## src/rtl/dmem_port_arbiter_if.sv

```systemverilog
// rtl/dmem_port_arbiter_if.sv - store/load/memory signal bundle for the data memory port arbiter
interface dmem_port_arbiter_if #(
    parameter int WIDTH = 31,
    parameter int DEPTH = 4
);
    logic                     st_valid;
    logic                     st_ready;
    logic [WIDTH:0]           st_addr;
    logic [WIDTH:0]           st_data;
    logic [3:0]               st_bytEnable;
    logic                     ld_valid;
    logic                     ld_ready;
    logic [WIDTH:0]           ld_addr;
    logic                     ld_rvalid;
    logic [WIDTH:0]           ld_rdata;
    logic                     mem_en;
    logic                     mem_we;
    logic [WIDTH:0]           mem_addr;
    logic [WIDTH:0]           mem_wdata;
    logic [3:0]               mem_bytEnable;
    logic [WIDTH:0]           mem_rdata;
    logic [$clog2(DEPTH):0]   sq_count;

    modport slave (
        input  st_valid, st_addr, st_data, st_bytEnable, ld_valid, ld_addr, mem_rdata,
        output st_ready, ld_ready, ld_rvalid, ld_rdata, mem_en, mem_we, mem_addr,
               mem_wdata, mem_bytEnable, sq_count
    );

    modport master (
        output st_valid, st_addr, st_data, st_bytEnable, ld_valid, ld_addr, mem_rdata,
        input  st_ready, ld_ready, ld_rvalid, ld_rdata, mem_en, mem_we, mem_addr,
               mem_wdata, mem_bytEnable, sq_count
    );
endinterface

```

## src/rtl/dmem_port_arbiter.sv

```systemverilog
// rtl/dmem_port_arbiter.sv - single data memory port shared by loads and a committed-store FIFO
// Loads win the port unless they hit a live or incoming store word, or the queue is full.
module dmem_port_arbiter #(
    parameter int WIDTH = 31,
    parameter int DEPTH = 4
) (
    input  logic               clk,
    input  logic               resetn,
    dmem_port_arbiter_if.slave bus
);
    localparam int PW = $clog2(DEPTH);
    localparam int CW = PW + 1;
    localparam logic [CW-1:0] FULL_CNT = CW'(DEPTH);

    logic [WIDTH:0] addr_q [DEPTH];
    logic [WIDTH:0] data_q [DEPTH];
    logic [3:0]     be_q   [DEPTH];
    logic [PW-1:0]  head_q, head_d;
    logic [PW-1:0]  tail_q, tail_d;
    logic [CW-1:0]  count_q, count_d;
    logic           rvalid_q, rvalid_d;
    logic           full, accept, hit, grant_ld, grant_st;
    logic [PW-1:0]  off;

    always_comb begin
        full   = (count_q == FULL_CNT);
        accept = bus.st_valid && !full;
        hit    = bus.ld_valid && accept && (bus.st_addr[WIDTH:2] == bus.ld_addr[WIDTH:2]);
        off    = '0;
        for (int i = 0; i < DEPTH; i++) begin
            // a slot is live when its distance from head is below the occupancy
            off = PW'(i) - head_q;
            if (bus.ld_valid && ({1'b0, off} < count_q) &&
                (addr_q[i][WIDTH:2] == bus.ld_addr[WIDTH:2]))
                hit = 1'b1;
        end
        grant_ld = bus.ld_valid && !hit && !full;
        grant_st = !grant_ld && (count_q != '0);
        head_d   = head_q + PW'(grant_st);
        tail_d   = tail_q + PW'(accept);
        count_d  = count_q + CW'(accept) - CW'(grant_st);
        rvalid_d = grant_ld;
    end

    always_comb begin
        bus.mem_en        = grant_ld || grant_st;
        bus.mem_we        = grant_st;
        bus.mem_addr      = bus.ld_addr;
        bus.mem_wdata     = data_q[head_q];
        bus.mem_bytEnable = 4'b0000;
        if (grant_st) begin
            bus.mem_addr      = addr_q[head_q];
            bus.mem_bytEnable = be_q[head_q];
        end
    end

    assign bus.st_ready  = !full;
    assign bus.ld_ready  = grant_ld;
    assign bus.ld_rvalid = rvalid_q;
    assign bus.ld_rdata  = bus.mem_rdata;
    assign bus.sq_count  = count_q;

    always_ff @(posedge clk or negedge resetn) begin
        if (!resetn) begin
            head_q   <= '0;
            tail_q   <= '0;
            count_q  <= '0;
            rvalid_q <= 1'b0;
        end else begin
            head_q   <= head_d;
            tail_q   <= tail_d;
            count_q  <= count_d;
            rvalid_q <= rvalid_d;
        end
    end

    // entry storage needs no reset: occupancy alone decides which slots are live
    always_ff @(posedge clk) begin
        if (accept) begin
            addr_q[tail_q] <= bus.st_addr;
            data_q[tail_q] <= bus.st_data;
            be_q[tail_q]   <= bus.st_bytEnable;
        end
    end
endmodule

```

## src/flat_wrapper.sv

```systemverilog
// flat-port wrapper written by rule: the top's interface ports become plain ports
module dmem_port_arbiter_flat 
#(
    parameter int WIDTH = 31,
    parameter int DEPTH = 4
)
  (clk, resetn, bus_st_valid, bus_st_addr, bus_st_data, bus_st_bytEnable, bus_ld_valid, bus_ld_addr, bus_mem_rdata, bus_st_ready, bus_ld_ready, bus_ld_rvalid, bus_ld_rdata, bus_mem_en, bus_mem_we, bus_mem_addr, bus_mem_wdata, bus_mem_bytEnable, bus_sq_count);
  dmem_port_arbiter_if #(.WIDTH(WIDTH), .DEPTH(DEPTH)) bus_i ();
  input  logic clk;
  input  logic resetn;
  input wire logic [$bits(bus_i.st_valid)-1:0] bus_st_valid;
  input wire logic [$bits(bus_i.st_addr)-1:0] bus_st_addr;
  input wire logic [$bits(bus_i.st_data)-1:0] bus_st_data;
  input wire logic [$bits(bus_i.st_bytEnable)-1:0] bus_st_bytEnable;
  input wire logic [$bits(bus_i.ld_valid)-1:0] bus_ld_valid;
  input wire logic [$bits(bus_i.ld_addr)-1:0] bus_ld_addr;
  input wire logic [$bits(bus_i.mem_rdata)-1:0] bus_mem_rdata;
  output wire logic [$bits(bus_i.st_ready)-1:0] bus_st_ready;
  output wire logic [$bits(bus_i.ld_ready)-1:0] bus_ld_ready;
  output wire logic [$bits(bus_i.ld_rvalid)-1:0] bus_ld_rvalid;
  output wire logic [$bits(bus_i.ld_rdata)-1:0] bus_ld_rdata;
  output wire logic [$bits(bus_i.mem_en)-1:0] bus_mem_en;
  output wire logic [$bits(bus_i.mem_we)-1:0] bus_mem_we;
  output wire logic [$bits(bus_i.mem_addr)-1:0] bus_mem_addr;
  output wire logic [$bits(bus_i.mem_wdata)-1:0] bus_mem_wdata;
  output wire logic [$bits(bus_i.mem_bytEnable)-1:0] bus_mem_bytEnable;
  output wire logic [$bits(bus_i.sq_count)-1:0] bus_sq_count;
  assign bus_i.st_valid = bus_st_valid;
  assign bus_i.st_addr = bus_st_addr;
  assign bus_i.st_data = bus_st_data;
  assign bus_i.st_bytEnable = bus_st_bytEnable;
  assign bus_i.ld_valid = bus_ld_valid;
  assign bus_i.ld_addr = bus_ld_addr;
  assign bus_i.mem_rdata = bus_mem_rdata;
  assign bus_st_ready = bus_i.st_ready;
  assign bus_ld_ready = bus_i.ld_ready;
  assign bus_ld_rvalid = bus_i.ld_rvalid;
  assign bus_ld_rdata = bus_i.ld_rdata;
  assign bus_mem_en = bus_i.mem_en;
  assign bus_mem_we = bus_i.mem_we;
  assign bus_mem_addr = bus_i.mem_addr;
  assign bus_mem_wdata = bus_i.mem_wdata;
  assign bus_mem_bytEnable = bus_i.mem_bytEnable;
  assign bus_sq_count = bus_i.sq_count;
  dmem_port_arbiter #(.WIDTH(WIDTH), .DEPTH(DEPTH)) u_core (.clk(clk), .resetn(resetn), .bus(bus_i));
endmodule
```

## config.mk

```make
export PLATFORM = sky130hd
export DESIGN_NAME = dmem_port_arbiter_flat
export DESIGN_NICKNAME = d
export VERILOG_FILES = /design/src/rtl/dmem_port_arbiter_if.sv /design/src/rtl/dmem_port_arbiter.sv /design/src/flat_wrapper.sv
export SDC_FILE = /design/constraint.sdc
export NUM_CORES = 1
export LEC_CHECK = 0
export ABC_AREA = 1
export BUFFER_PORTS_ARGS = -buffer_cell sky130_fd_sc_hd__clkbuf_2
export CAP_MARGIN = 20
export CORE_MARGIN = 4
export CORE_UTILIZATION = 56
export CTS_CLUSTER_SIZE = 8
export DETAILED_ROUTE_END_ITERATION = 10
export GPL_TIMING_DRIVEN = 0
export PLACE_DENSITY = 0.77
export SLEW_MARGIN = 20
export SYNTH_ARGS = -nofsm -noshare
export SYNTH_HDL_FRONTEND = slang
export SYNTH_SLANG_ARGS = --single-unit
```

## constraint.sdc

```tcl
create_clock -name clk -period 6.82 [get_ports clk]
set_input_delay 0.682 -clock clk [delete_from_list [all_inputs] [get_ports clk]]
set_output_delay 0.682 -clock clk [all_outputs]
set_load 0.1 [all_outputs]
```

==> flow_metrics.env <==
export IMPL_cts_made_buffers=40
export IMPL_max_cap_violations=0
export IMPL_crit_arrival_ns=4.62
export IMPL_status="complete, no violations"
export IMPL_syn_area_um2=13100
export IMPL_grt_pass1_vias=9650
export IMPL_layout_common_cells="nand2_1, edfxtp_1, clkbuf_2"
export IMPL_drt_wl_total_mm=35.4
export IMPL_ctsResizeCount=0
export IMPL_clk_latency_ns=0.54
export IMPL_crit_reg2reg_launch="u_core.head_q[1]"
export IMPL_setup_tns_final_ns=0
export IMPL_tightestPinTransition_ns=0.781
export IMPL_cts_path_max_buffers=3
export IMPL_gr_total_overflow=0
export IMPL_timing_hold_ws_ns=0.362
export IMPL_drc=0
export IMPL_antenna_found_initial=3
export IMPL_area_growth_pct=20.9
export IMPL_cts_tree="done"
export IMPL_slew_viol_final=0
export IMPL_final_common_cell="nand2_1"
export IMPL_track_usage=0.267
export IMPL_root_buffer="clkbuf_16"
export IMPL_critPathKind="reg2out"
export IMPL_wire_per_inst_um=20.5
export IMPL_io_pins=244
export IMPL_hold_path_startpoint="bus_st_data[9]"
export IMPL_r2r_slack_ns=2.16
export IMPL_r2r_end="u_core.bus.sq_count[2]"
export IMPL_h_tree_depth=2
export IMPL_max_slew_margin=0.476
export IMPL_cp_top_family="buffers and inverters"
export IMPL_fmax_mhz=188
export IMPL_die_height_um=161
export IMPL_syn_nets=1293
export IMPL_drtIter0Drc=1046
export IMPL_rsz0062_at_grt="no"
export IMPL_path_max_fanout=10
export IMPL_fin_crit_sh=0.778
export IMPL_dieArea_um2=25900
export IMPL_path_cells="nor2_1 -> clkbuf_1 -> clkbuf_1 -> nor2_1 -> inv_1 -> ha_1 -> a21oi_1 -> or2_2 -> nand3_1 -> nor2_1 -> nor2_2 -> nand2_4 -> buf_2 -> nand3_1 -> nand2_1 -> clkbuf_2"
export IMPL_ys_seq_area_frac=0.640
export IMPL_start_kind="register"
export IMPL_initial_core_util=0.574
export IMPL_cts_clk_slew_worst_paths_ns=0.05
export IMPL_setup_viol=0
export IMPL_min_path_cells=1
export IMPL_ys_warn_count=0
export IMPL_syn_area_per_cell_um2=11.4
export IMPL_dpl_hpwl_mm=25.8
export IMPL_hold_end="u_core.data_q[0][9]"
export IMPL_yosys_register_bits=280
export IMPL_synth_distinct_cells=34
export IMPL_worstRegToRegCells=22
export IMPL_drive_above_1_share=0.241
export IMPL_cp_required_ns=6.14
export IMPL_grt_max_degree=13
export IMPL_worstHoldPathType="in2reg"
export IMPL_port_buffers=183
export IMPL_critPathBufInv=5
export IMPL_core_area_um2=22800
export IMPL_crit_top_cell="nor2_1"
export IMPL_skew_ns=0.0221
export IMPL_nets=1554
export IMPL_first_pass_iters=5
export IMPL_ant_nets=0
export IMPL_cp_slowest_stage_delay_ns=0.54
export IMPL_via_count=9752
export IMPL_cp_slowest_cell="clkbuf_1"
export IMPL_via_per_inst=5.64
export IMPL_globalplace_congestion=0.926
export IMPL_rows=55
export IMPL_final_hold_viol_count=0
export IMPL_post_cts_repair_setup_buffers=0
export IMPL_insertedDiodeCount=0
export IMPL_synth_cells=1148
export IMPL_die_x_um=161
export IMPL_timing_final_crit_period_ns=5.31
export IMPL_cts_sinks=280
export IMPL_cts_hold_buf=1
export IMPL_end_kind="primary output"
export IMPL_grt_first_pass_wirelength_mm=53.4
[worst max path at each step]
stage | end | cells after the start | startpoint | slack, ns
detailed placement | bus_mem_addr[26] | 20 | u_core.head_q[1] | 2.05
CTS | bus_mem_addr[26] | 20 | u_core.head_q[1] | 1.51
global placement | u_core.data_q[2][21] | 3 | bus_st_valid | -3.15
finish | bus_mem_addr[27] | 16 | u_core.head_q[1] | 1.51
floorplan | u_core.addr_q[0][0] | 4 | u_core.bus.sq_count[0] | -0.46
global route | bus_mem_addr[27] | 16 | u_core.head_q[1] | 1.26
[stage by stage]
step	worst slack (ns)	area [µm²]	utilization	instances
floorplan	-0.456	13100	-	1148
global placement	-3.15	14400	0.631	1644
detailed placement	2.05	14700	0.646	1679
CTS	1.51	15800	0.694	1728
global route	1.26	15800	0.694	1728
finish	1.51	15800	0.694	1728
[registers in the layout, indices dropped and copies added (netlist names)]
name / cells
u_core.addr_q: 128
u_core.data_q: 128
u_core.be_q: 16
u_core.bus.sq_count: 3
u_core.head_q: 2
u_core.tail_q: 2
u_core.bus.ld_rvalid: 1
[final cells by class]
| class | instances | area [µm²] |
|---|---|---|
| buffer | 98 | 553 |
| clock buffer | 45 | 1020 |
| clock inverter | 3 | 68.8 |
| fill | 1636 | 6970 |
| inverter | 76 | 285 |
| multi-input combinational | 694 | 3890 |
| sequential | 280 | 8370 |
| tap | 313 | 392 |
| timing repair buffer | 219 | 1230 |
[synthesized netlist by cell type]
library cell | n | area (µm²)
nor3_1 | 8 | 40.0
a21oi_1 | 2 | 10.0
a21boi_0 | 1 | 7.51
buf_4 | 33 | 248
nand2_2 | 2 | 12.5
o21ai_0 | 19 | 95.1
nand4_1 | 4 | 25.0
nand2_4 | 1 | 11.3
or2_2 | 1 | 6.26
o221ai_1 | 5 | 43.8
ha_1 | 8 | 100
dfrtp_1 | 8 | 200
or2_0 | 1 | 6.26
nand2_1 | 276 | 1040
a221oi_1 | 4 | 35.0
clkbuf_2 | 1 | 5.00
buf_6 | 3 | 33.8
nand3b_1 | 1 | 7.51
xnor2_1 | 63 | 552
xor2_1 | 43 | 377
inv_1 | 72 | 270
edfxtp_1 | 272 | 8170
nor2_1 | 76 | 285
clkbuf_1 | 27 | 101
inv_2 | 4 | 15.0
buf_2 | 30 | 150
buf_1 | 4 | 15.0
o21ai_1 | 5 | 25.0
fa_1 | 1 | 20.0
a22o_1 | 4 | 35.0
nor2_2 | 1 | 6.26
a22oi_1 | 115 | 863
nand3_1 | 52 | 260
o211ai_1 | 1 | 7.51
[logic make-up after synthesis]
logic type,share of synthesized area
and+or+nand+nor,0.130
DFF,0.640
buffers and inverters,0.0641
AOI/OAI and AO/OA,0.0858
xor gates and xnor gates,0.0710
adders and majority gates,0.00919
[per-layer routing]
layer / GRT usage / vias to the layer above / share of wire
li1: - / 4464 / -
met4: 0.0938 / 6 / 0.030
met1: 0.343 / 4640 / 0.38
met3: 0.0665 / 85 / 0.11
met5: 0 / - / 0.0011
met2: 0.445 / 557 / 0.48
Power is left out: the tool's default activity adds up to more than one toggle a clock period on the data nets, which glitch-free logic cannot reach.
